## src/rtl/elevator_pkg.sv

```systemverilog
`default_nettype none
// ============================================================================
// Module      : elevator_pkg
// Description : Shared types, constants and call-scan helpers for the
//               4-floor SCAN elevator scheduler.
// Revision    : 1.0
// ============================================================================
package elevator_pkg;

    localparam int NFLOORS = 4;

    typedef logic [1:0] floor_t;

    typedef enum logic [1:0] {
        IDLE   = 2'd0,
        MOVING = 2'd1,
        DOOR   = 2'd2
    } state_t;

    function automatic logic any_above(input logic [NFLOORS-1:0] calls, input floor_t f);
        logic r;
        r = 1'b0;
        for (int i = 0; i < NFLOORS; i++) begin
            if (i > int'(f)) r = r | calls[i];
        end
        return r;
    endfunction

    function automatic logic any_below(input logic [NFLOORS-1:0] calls, input floor_t f);
        logic r;
        r = 1'b0;
        for (int i = 0; i < NFLOORS; i++) begin
            if (i < int'(f)) r = r | calls[i];
        end
        return r;
    endfunction

endpackage
`default_nettype wire

```

## src/rtl/elevator_call_regs.sv

```systemverilog
`default_nettype none
// ============================================================================
// Module      : elevator_call_regs
// Description : Latches hall (up/down) and cabin calls; clear masks from the
//               scheduler both retire served calls and block same-edge strobes.
// Revision    : 1.0
// ============================================================================
module elevator_call_regs
    import elevator_pkg::*;
(
    input  logic               clk,
    input  logic               rst,
    input  logic               i_hall_req,
    input  floor_t             i_hall_floor,
    input  logic               i_hall_up,
    input  logic               i_cab_req,
    input  floor_t             i_cab_floor,
    input  logic [NFLOORS-1:0] i_clr_up,
    input  logic [NFLOORS-1:0] i_clr_dn,
    input  logic [NFLOORS-1:0] i_clr_cab,
    output logic [NFLOORS-1:0] o_up_calls,
    output logic [NFLOORS-1:0] o_dn_calls,
    output logic [NFLOORS-1:0] o_cab_calls,
    output logic [NFLOORS-1:0] o_pending
);

    localparam floor_t             c_top_floor = floor_t'(NFLOORS - 1);
    localparam logic [NFLOORS-1:0] c_one       = {{(NFLOORS-1){1'b0}}, 1'b1};

    logic [NFLOORS-1:0] r_up_calls;
    logic [NFLOORS-1:0] r_dn_calls;
    logic [NFLOORS-1:0] r_cab_calls;
    logic [NFLOORS-1:0] w_set_up;
    logic [NFLOORS-1:0] w_set_dn;
    logic [NFLOORS-1:0] w_set_cab;

    // Up at the top floor and down at the ground floor are meaningless and dropped.
    assign w_set_up  = (i_hall_req && i_hall_up && (i_hall_floor != c_top_floor))
                       ? (c_one << i_hall_floor) : '0;
    assign w_set_dn  = (i_hall_req && !i_hall_up && (i_hall_floor != floor_t'(0)))
                       ? (c_one << i_hall_floor) : '0;
    assign w_set_cab = i_cab_req ? (c_one << i_cab_floor) : '0;

    always_ff @(posedge clk or posedge rst) begin
        if (rst) begin
            r_up_calls  <= '0;
            r_dn_calls  <= '0;
            r_cab_calls <= '0;
        end else begin
            r_up_calls  <= (r_up_calls  | w_set_up)  & ~i_clr_up;
            r_dn_calls  <= (r_dn_calls  | w_set_dn)  & ~i_clr_dn;
            r_cab_calls <= (r_cab_calls | w_set_cab) & ~i_clr_cab;
        end
    end

    assign o_up_calls  = r_up_calls;
    assign o_dn_calls  = r_dn_calls;
    assign o_cab_calls = r_cab_calls;
    assign o_pending   = r_up_calls | r_dn_calls | r_cab_calls;

endmodule
`default_nettype wire

```

## src/rtl/elevator_scheduler.sv

```systemverilog
`default_nettype none
// ============================================================================
// Module      : elevator_scheduler
// Description : Collective (SCAN) scheduler: direction choice, stop decision,
//               floor tracking and door dwell timing for a 4-floor car.
// Revision    : 1.0
// ============================================================================
module elevator_scheduler
    import elevator_pkg::*;
#(
    parameter int DOOR_CYCLES = 8
) (
    input  logic       clk,
    input  logic       reset,
    input  logic       enable,
    input  logic       hall_req,
    input  logic [1:0] hall_floor,
    input  logic       hall_up,
    input  logic       cab_req,
    input  logic [1:0] cab_floor,
    input  logic       floor_arrive,
    output logic [1:0] cur_floor,
    output logic       motor_up,
    output logic       motor_down,
    output logic       door_open,
    output logic       dir_up,
    output logic [3:0] pending
);

    localparam int                 c_tmr_w     = $clog2(DOOR_CYCLES);
    localparam logic [c_tmr_w-1:0] c_tmr_load  = c_tmr_w'(DOOR_CYCLES - 1);
    localparam logic [c_tmr_w-1:0] c_tmr_one   = c_tmr_w'(1);
    localparam floor_t             c_top_floor = floor_t'(NFLOORS - 1);
    localparam logic [NFLOORS-1:0] c_one       = {{(NFLOORS-1){1'b0}}, 1'b1};

    state_t             r_state,     w_state_nxt;
    floor_t             r_cur_floor, w_floor_nxt;
    logic               r_dir_up,    w_dir_nxt;
    logic [c_tmr_w-1:0] r_timer,     w_timer_nxt;

    logic [NFLOORS-1:0] w_up_calls, w_dn_calls, w_cab_calls, w_all_calls;
    logic [NFLOORS-1:0] w_clr_up, w_clr_dn, w_clr_cab;
    logic [NFLOORS-1:0] w_cur_oh, w_arr_oh;
    floor_t             w_arr_floor;
    logic               w_above, w_below, w_cur_ahead, w_cur_behind;
    logic               w_arr_ahead, w_arr_stop, w_hall_ok, w_door_hit;

    elevator_call_regs u_call_regs (
        .clk          (clk),
        .rst          (reset),
        .i_hall_req   (hall_req),
        .i_hall_floor (hall_floor),
        .i_hall_up    (hall_up),
        .i_cab_req    (cab_req),
        .i_cab_floor  (cab_floor),
        .i_clr_up     (w_clr_up),
        .i_clr_dn     (w_clr_dn),
        .i_clr_cab    (w_clr_cab),
        .o_up_calls   (w_up_calls),
        .o_dn_calls   (w_dn_calls),
        .o_cab_calls  (w_cab_calls),
        .o_pending    (w_all_calls)
    );

    assign w_above      = any_above(w_all_calls, r_cur_floor);
    assign w_below      = any_below(w_all_calls, r_cur_floor);
    assign w_cur_ahead  = r_dir_up ? w_above : w_below;
    assign w_cur_behind = r_dir_up ? w_below : w_above;
    assign w_cur_oh     = c_one << r_cur_floor;

    assign w_arr_floor  = r_dir_up
                          ? ((r_cur_floor == c_top_floor) ? r_cur_floor : r_cur_floor + floor_t'(1))
                          : ((r_cur_floor == floor_t'(0)) ? r_cur_floor : r_cur_floor - floor_t'(1));
    assign w_arr_oh     = c_one << w_arr_floor;
    assign w_arr_ahead  = r_dir_up ? any_above(w_all_calls, w_arr_floor)
                                   : any_below(w_all_calls, w_arr_floor);
    // An opposite-direction hall call only stops the car when it is the last call ahead.
    assign w_arr_stop   = w_cab_calls[w_arr_floor]
                        | (r_dir_up ? w_up_calls[w_arr_floor] : w_dn_calls[w_arr_floor])
                        | ((r_dir_up ? w_dn_calls[w_arr_floor] : w_up_calls[w_arr_floor]) & !w_arr_ahead);

    assign w_hall_ok    = hall_req && (hall_up ? (hall_floor != c_top_floor) : (hall_floor != floor_t'(0)));
    assign w_door_hit   = (cab_req && (cab_floor == r_cur_floor))
                        || (w_hall_ok && (hall_floor == r_cur_floor) && ((hall_up == r_dir_up) || !w_cur_ahead));

    always_ff @(posedge clk or posedge reset) begin
        if (reset) begin
            r_state     <= IDLE;
            r_cur_floor <= '0;
            r_dir_up    <= 1'b1;
            r_timer     <= '0;
        end else begin
            r_state     <= w_state_nxt;
            r_cur_floor <= w_floor_nxt;
            r_dir_up    <= w_dir_nxt;
            r_timer     <= w_timer_nxt;
        end
    end

    always_comb begin
        w_state_nxt = r_state;
        w_floor_nxt = r_cur_floor;
        w_dir_nxt   = r_dir_up;
        w_timer_nxt = r_timer;
        w_clr_up    = '0;
        w_clr_dn    = '0;
        w_clr_cab   = '0;
        case (r_state)
            IDLE: begin
                if (enable) begin
                    if (w_all_calls[r_cur_floor]) begin
                        w_clr_up    = w_cur_oh;
                        w_clr_dn    = w_cur_oh;
                        w_clr_cab   = w_cur_oh;
                        w_timer_nxt = c_tmr_load;
                        w_state_nxt = DOOR;
                    end else if (w_above || w_below) begin
                        w_dir_nxt   = (w_above && w_below) ? r_dir_up : w_above;
                        w_state_nxt = MOVING;
                    end
                end
            end
            MOVING: begin
                if (enable && floor_arrive) begin
                    w_floor_nxt = w_arr_floor;
                    if (w_arr_stop) begin
                        w_clr_cab   = w_arr_oh;
                        w_clr_up    = (r_dir_up  || !w_arr_ahead) ? w_arr_oh : '0;
                        w_clr_dn    = (!r_dir_up || !w_arr_ahead) ? w_arr_oh : '0;
                        w_timer_nxt = c_tmr_load;
                        w_state_nxt = DOOR;
                    end
                end
            end
            DOOR: begin
                // Calls the open door already serves are swallowed and extend the dwell.
                w_clr_cab = w_cur_oh;
                w_clr_up  = (r_dir_up  || !w_cur_ahead) ? w_cur_oh : '0;
                w_clr_dn  = (!r_dir_up || !w_cur_ahead) ? w_cur_oh : '0;
                if (w_door_hit) begin
                    w_timer_nxt = c_tmr_load;
                end else if (enable) begin
                    if (r_timer != '0) begin
                        w_timer_nxt = r_timer - c_tmr_one;
                    end else if (w_cur_ahead) begin
                        w_state_nxt = MOVING;
                    end else if (w_cur_behind) begin
                        w_dir_nxt   = !r_dir_up;
                        w_state_nxt = MOVING;
                    end else begin
                        w_state_nxt = IDLE;
                    end
                end
            end
            default: w_state_nxt = IDLE;
        endcase
    end

    assign cur_floor  = r_cur_floor;
    assign dir_up     = r_dir_up;
    assign motor_up   = (r_state == MOVING) && r_dir_up;
    assign motor_down = (r_state == MOVING) && !r_dir_up;
    assign door_open  = (r_state == DOOR);
    assign pending    = w_all_calls;

endmodule
`default_nettype wire

```

## config.mk

```make
export PLATFORM = sky130hd
export DESIGN_NAME = elevator_scheduler
export DESIGN_NICKNAME = d
export VERILOG_FILES = /design/src/rtl/elevator_pkg.sv /design/src/rtl/elevator_call_regs.sv /design/src/rtl/elevator_scheduler.sv
export SDC_FILE = /design/constraint.sdc
export NUM_CORES = 1
export LEC_CHECK = 0
export CAP_MARGIN = 20
export CELL_PAD_IN_SITES_DETAIL_PLACEMENT = 1
export CELL_PAD_IN_SITES_GLOBAL_PLACEMENT = 2
export CORE_ASPECT_RATIO = 2
export CORE_MARGIN = 4
export CORE_UTILIZATION = 30
export DETAILED_ROUTE_END_ITERATION = 8
export PLACE_DENSITY = 0.8
export SLEW_MARGIN = 20
export SYNTH_ARGS = -nofsm -noshare
export SYNTH_HDL_FRONTEND = slang
export SYNTH_SLANG_ARGS = --single-unit
```

## constraint.sdc

```tcl
create_clock -name clk -period 1.97 [get_ports clk]
set_input_delay 0.394 -clock clk [delete_from_list [all_inputs] [get_ports clk]]
set_output_delay 0.394 -clock clk [all_outputs]
set_load 0.03 [all_outputs]
```

==> impl_metrics.toml, run 1 <==
[run_status]
status = "complete, but fails checks"
violated_checks = "setup timing"

[routing]
remaining_drc_errors = 0
via_per_inst = 5.949
routed_wire_length_per_instance_microns = 22.08
routed-via-count = 2112
initialDrtViolationCount = 56
detail_route.first_pass.iterations = 4
routed_wirelength_microns = 7837
detail-route-antenna-nets = 0

[cells_and_area]
post_layout_nonfiller_instances = 355
most_common_library_cell_in_the_layout_ignoring_fill_and_taps = "buf_4"
insertedDiodeCount = 0
post_route_cells_drive_above_1_share_pct = 48.30
fill_cells = 662
area_growth_syn_to_layout_pct = 64.52
mostFrequentLayoutCells = "buf_4, nor2_1, dfrtp_1"
nNetsFinal = 308

[clock_network]
worst_setup_hold_path_clk_slew_ns = 0.06
cts_hold_repair.buffers = 0
cts.sinks = 20
max-clock-path-buffers = 2
cts_made_buffers = 3
htree_levels = 1
clock_tree.root_cell = "clkbuf_16"
worstSkewPairLatency_ns = 0.26
cts_tree = "done"

[pwr]
netSwitchingFraction_pct = 46.21
power_report.internal_total_w = 0.002347
p_seq_share_pct = 18.2
power_density_nw_per_um2 = 1517
power.ir.vdd_worst_mv = 0.9268
clock_power_share_pct = 13.4
leakage_nw = 1.216
p_sw_w = 0.002017
power_frac_comb_pct = 68.4

[timing]
remaining_max_slew_budget_at_the_tightest_pin_pct = 66.16
final_min_period_over_clock_period_pct = 106.1
timing_worst_slew_pin_value_ns = 0.5053
slack_of_the_critical_path_ns = -0.1199
endpoints_failing_setup = 15
grt_setup_unrepaired = "yes"
finalCriticalPeriod_ns = 2.090
final-max-slew-violation-count = 0
timing.clock.skew_ns = 0.002663
setup-tns-final_ns = -0.9173
fmaxAchievable_ghz = 0.4785
finalHoldViolations = 0

[global_route]
first_pass_grt_wire_length_microns = 12100
track_usage_pct = 22.88
globalRouteOverflowTotal = 0
grt_max_degree = 21
first_global_vias = 2391
grt_antenna_before_repair = 0

[placement]
io_buffer_count = 20
gpl_congestion = 0.9203
place.detailed.instances = 342
hpwlAfterDp_microns = 5913

[logic_synthesis]
asyncSetResetFlopFracSynth_pct = 100.0
synth.top_cell.area_share_pct = 27.18
mappedNetlistArea_sq_um = 1749
netlist.top_cell.by_area = "dfrtp_1"
distinct_cell_type_count_after_synthesis = 62
post_synth_main_area_contributors = "dfrtp_1, a31oi_1, nor2_1"
synthesis.yosys.warnings = 0
synth_ff_type = "dfrtp_1"
syn-instance-count = 205
number_of_enable_type_register_cells_in_the_synthesized_netlist = 0
synth.avg_cell_area_sq_um = 8.533
yosys_register_bits = 20
synthesis.nets = 218
synth_sequential_area_ratio_pct = 28.68

[worst_setup_path]
critPathKind = "flip-flop to flip-flop"
critPathMaxStageDelay_ns = 0.52
critical_path_peak_fanout = 4
arrival_ns = 2.25
startpoint_type = "flip-flop"
path_common_cell = "a21oi_4"
end_kind = "flip-flop"
path_cells = "nor3_1 > buf_4 > inv_1 > mux4_2 > a21oi_4 > or2_4 > a21oi_4 > a221oi_2"
critPathSlowestCell = "mux4_2"
cp.required_ns = 2.13

[floorplan]
floorplan.die.height_microns = 116.0
floorplan.rows = 39
initial_utilization_pct = 30.64
die-area_sq_um = 7190
coreArea_sq_um = 5709
die_w_microns = 62.00
pin_count = 21

[worst_hold_path]
min_path_type = "flip-flop to flip-flop"

[job]
max-cap-violations = 0
power groups by stage:
| stage | Clock [W] | Combinational, W | Sequential (W) |
|---|---|---|---|
| after floorplan | 0 | 0.00135 | 0.000735 |
| after detailed placement | 0 | 0.00243 | 0.000770 |
| after global placement | 0 | 0.00237 | 0.000758 |
| final | 0.000584 | 0.00298 | 0.000795 |
| after CTS | 0.000591 | 0.00274 | 0.000773 |
| after global routing | 0.000618 | 0.00317 | 0.000820 |
logic make-up after synthesis:
| family | after synthesis | share of synthesized area (%) |
|---|---|---|
| xor+xnor | 2 | 1.002 |
| buf+inv | 25 | 6.152 |
| fa+ha+maj | 2 | 1.430 |
| flops | 20 | 28.68 |
| compound gates | 80 | 34.69 |
| mux | 6 | 4.935 |
| simple gates | 70 | 23.10 |
synthesized netlist by cell type (all sizes together), types with 5 or more instances:
library cell,n
dfrtp,19
nor2,19
inv,15
a31oi,12
a21oi,11
o21ai,11
nor3,10
buf,8
a211oi,6
nand2,6
o211ai,6
a221oi,5
nand3,5
nand4,5
nor2b,5
area by class of cell:
| type | instances | area (sq um) | share of cell area, % |
|---|---|---|---|
| clock inverter | 1 | 30.03 | 1.043 |
| clock buffer | 3 | 75.07 | 2.609 |
| inverter | 15 | 70.07 | 2.435 |
| timing repair buffer | 95 | 770.7 | 26.78 |
| tap | 61 | 76.32 | 2.652 |
| multi-input combinational | 160 | 1349 | 46.87 |
| sequential | 20 | 506.7 | 17.61 |
per-layer routing:
metal	wire, microns	part of all wire, %	vias to the layer above	track usage (%)
met5	0	0	-	0
met4	323	4.1	0	11.76
met3	132	1.7	25	2.007
met2	4695	60	42	43.42
met1	2685	34	1066	22.73
li1	-	-	979	-
timing repair:
item | CTS | global route
setup endpoints to repair | 23 | 22
buffers inserted | 9 | 0
gates resized for setup | 31 | 35
pin swaps | 19 | 14
critical path: cells and delay by family, from the launching register on:
kind / cells / cell delay [ns]
buffers and inverters: 2 / 0.22
multiplexers: 1 / 0.52
flip-flops: 1 / 0.38
AO/OA/AOI/OAI: 3 / 0.52
AND/OR/NAND/NOR: 2 / 0.36
path summary, 6_finish.rpt:
kind                                                 from                        end  slack [ns]  cells past startpoint
worst max-delay path            u_call_regs.o_dn_calls[2]  u_call_regs.o_up_calls[1]       -0.12                      8
worst min-delay path                           r_timer[0]                 r_timer[0]        0.47                      1
worst max register to register  u_call_regs.o_dn_calls[2]  u_call_regs.o_up_calls[1]       -0.12                      8
worst min register to register                 r_timer[0]                 r_timer[0]        0.47                      1
max in group asynchronous                           reset                     dir_up        1.22                      3
min in group asynchronous                           reset  u_call_regs.o_up_calls[1]        0.48                      3
sequential cells by signal (all words and copies together), names as in the netlist:
signal	count
dir_up	1
u_call_regs.o_up_calls	4
u_call_regs.o_cab_calls	4
cur_floor	2
r_timer	3
u_call_regs.o_dn_calls	4
r_state	2
per-stage QoR:
stage | cell area [sq um] | power, W | setup slack [ns] | hold WS, ns | util (%)
CTS | 2754 | 0.004101 | -0.09550 | 0.4842 | 48.24
floorplan | 1774 | 0.002085 | -0.02182 | 0.3570 | -
global route | 2878 | 0.004612 | -0.2067 | 0.4967 | 50.41
finish | 2878 | 0.004364 | -0.1199 | 0.4666 | 50.41
global placement | 2494 | 0.003132 | -0.4712 | 0.4722 | 43.68
detailed placement | 2494 | 0.003199 | -0.6039 | 0.4756 | 43.68
No activity file was read; power rests on OpenSTA's default activity.
==> run 2: changes to the inputs <==
--- a/config.mk
+++ b/config.mk
@@ -17,3 +17,4 @@
 export SYNTH_ARGS = -nofsm -noshare
 export SYNTH_HDL_FRONTEND = slang
 export SYNTH_SLANG_ARGS = --single-unit
+export TNS_END_PERCENT = 20
==> run 2 against run 1 <==
- the flow still finishes with violations (setup timing)
- via count is 3.1% lower
- cell area fell by 6.7%
- critical endpoint is now r_timer[2]
- clock skew shrank 0.00076 ns
==> impl_metrics.toml, run 2 (synthesis gave the netlist of run 1 again) <==
[floorplan]
coreArea_sq_um = 5709
pin_count = 21
floorplan.die.height_microns = 116.0
initial_utilization_pct = 30.64
die-area_sq_um = 7190
die_w_microns = 62.00
floorplan.rows = 39

[global_route]
grt_antenna_before_repair = 0
first_pass_grt_wire_length_microns = 11470
track_usage_pct = 21.81
first_global_vias = 2344
grt_max_degree = 21
globalRouteOverflowTotal = 0

[routing]
via_per_inst = 5.882
detail-route-antenna-nets = 0
initialDrtViolationCount = 92
routed-via-count = 2047
routed_wirelength_microns = 7226
routed_wire_length_per_instance_microns = 20.76
detail_route.first_pass.iterations = 4
remaining_drc_errors = 0

[worst_setup_path]
end_kind = "flip-flop"
critPathKind = "flip-flop to flip-flop"
cp.required_ns = 2.13
startpoint_type = "flip-flop"
path_cells = "buf_12 > or3b_1 > a211oi_2 > o2111ai_2 > o21ai_2 > nor2_2 > a221oi_2"
critical_path_peak_fanout = 5
arrival_ns = 2.28
critical_path.top_delay_family = "compound AO/OA/AOI/OAI gates"
critical_path_buf_inv_count = 1
critPathMaxStageDelay_ns = 0.46
critPathSlowestCell = "dfrtp_2"

[pwr]
power.ir.vdd_worst_mv = 0.8919
netSwitchingFraction_pct = 47.01
power.total_w = 0.003869
power_density_nw_per_um2 = 1440
leakage_nw = 1.160
p_seq_share_pct = 20.2
p_sw_w = 0.001819
clock_power_share_pct = 11.4
power_report.internal_total_w = 0.002050
power_frac_comb_pct = 68.5

[cells_and_area]
insertedDiodeCount = 0
area_growth_syn_to_layout_pct = 53.58
postLayoutCoreUtil_pct = 47.05
regArea_sq_um = 505.5
post_layout_nonfiller_instances = 348
multi_input_area_sq_um = 1256
fill_cells = 680
post_route_cells_drive_above_1_share_pct = 42.51
nNetsFinal = 301
mostFrequentLayoutCells = "buf_4, nor2_1, dfrtp_1"
most_common_library_cell_in_the_layout_ignoring_fill_and_taps = "buf_4"

[clock_network]
max-clock-path-buffers = 2
htree_levels = 1
cts_tree = "done"
cts.sinks = 20
worst_setup_hold_path_clk_slew_ns = 0.06
worstSkewPairLatency_ns = 0.26
clock_tree.root_cell = "clkbuf_16"
cts_made_buffers = 3

[timing]
grt_setup_unrepaired = "yes"
slack_of_the_critical_path_ns = -0.1408
finalHoldViolations = 0
endpoints_failing_setup = 9
final-max-slew-violation-count = 0
remaining_max_slew_budget_at_the_tightest_pin_pct = 63.51
finalCriticalPeriod_ns = 2.111
fmaxAchievable_ghz = 0.4738
timing.clock.skew_ns = 0.001899
timing_worst_slew_pin_value_ns = 0.5448
final_min_period_over_clock_period_pct = 107.1

[placement]
io_buffer_count = 20
place.detailed.instances = 342
hpwlAfterDp_microns = 5913
gpl_congestion = 0.9021

[worst_hold_path]
min_path_type = "input port to asynchronous set/reset pin"

[job]
max-cap-violations = 0

[run_status]
status = "complete, but fails checks"
violated_checks = "setup timing"
## run 2: metrics by stage
stage / TNS (ns) / hold slack (ns) / area [sq um] / worst slack [ns]
3_3_place_gp: -2.401 / 0.4668 / 2492 / -0.3809
6_report: -0.6823 / 0.4747 / 2686 / -0.1408
3_5_place_dp: -3.137 / 0.4738 / 2492 / -0.4768
2_1_floorplan: -0.08838 / 0.3570 / 1773 / -0.02182
5_1_grt: -2.058 / 0.5073 / 2686 / -0.2411
4_1_cts: -0.7173 / 0.4816 / 2640 / -0.1363
## run 2: path summary, 6_finish.rpt
kind,from,endpoint,slack (ns),depth (start not counted)
max,cur_floor[0],r_timer[2],-0.14,7
min,reset,u_call_regs.o_up_calls[3],0.47,3
max reg2reg,cur_floor[0],r_timer[2],-0.14,7
min reg2reg,r_timer[0],r_timer[0],0.48,1
max in group asynchronous,reset,dir_up,1.21,3
min in group clk,r_timer[0],r_timer[0],0.48,1
## run 2: what timing repair did
action                                  in CTS  in global routing
endpoints found under the setup margin      24                 20
hold buffers                                 0                  0
resized for setup                           23                 12
buffers inserted                             2                  0
pin swaps                                    9                  2
## run 2: routing by layer
metal  GRT usage [%]  wire (microns)  vias up
met5               0               0        -
met4           13.03             424        0
met3           2.564             145       26
met2           41.69            4215       47
met1           20.11            2441     1021
li1                -               -      953
## run 2: power groups by stage
stage | sequential, W | clock, W | combinational [W]
after floorplan | 0.000735 | 0 | 0.00135
after global placement | 0.000753 | 0 | 0.00240
after detailed placement | 0.000764 | 0 | 0.00245
after CTS | 0.000768 | 0.000444 | 0.00257
after global routing | 0.000799 | 0.000465 | 0.00284
final | 0.000780 | 0.000440 | 0.00265
## run 2: worst reg2reg max path, cell delays in order, from the launching register on
cell,delay [ns]
dfrtp_2,0.46
buf_12,0.15
or3b_1,0.36
a211oi_2,0.22
o2111ai_2,0.18
o21ai_2,0.29
nor2_2,0.10
a221oi_2,0.27
## run 2: area by class of cell
| cell class | count | area share (%) |
|---|---|---|
| inverters | 15 | 2.375 |
| repair buffers | 88 | 26.27 |
| clock buffers | 4 | 2.934 |
| well taps | 61 | 2.841 |
| flip-flops and latches | 20 | 18.82 |
| multi-input cells | 160 | 46.76 |
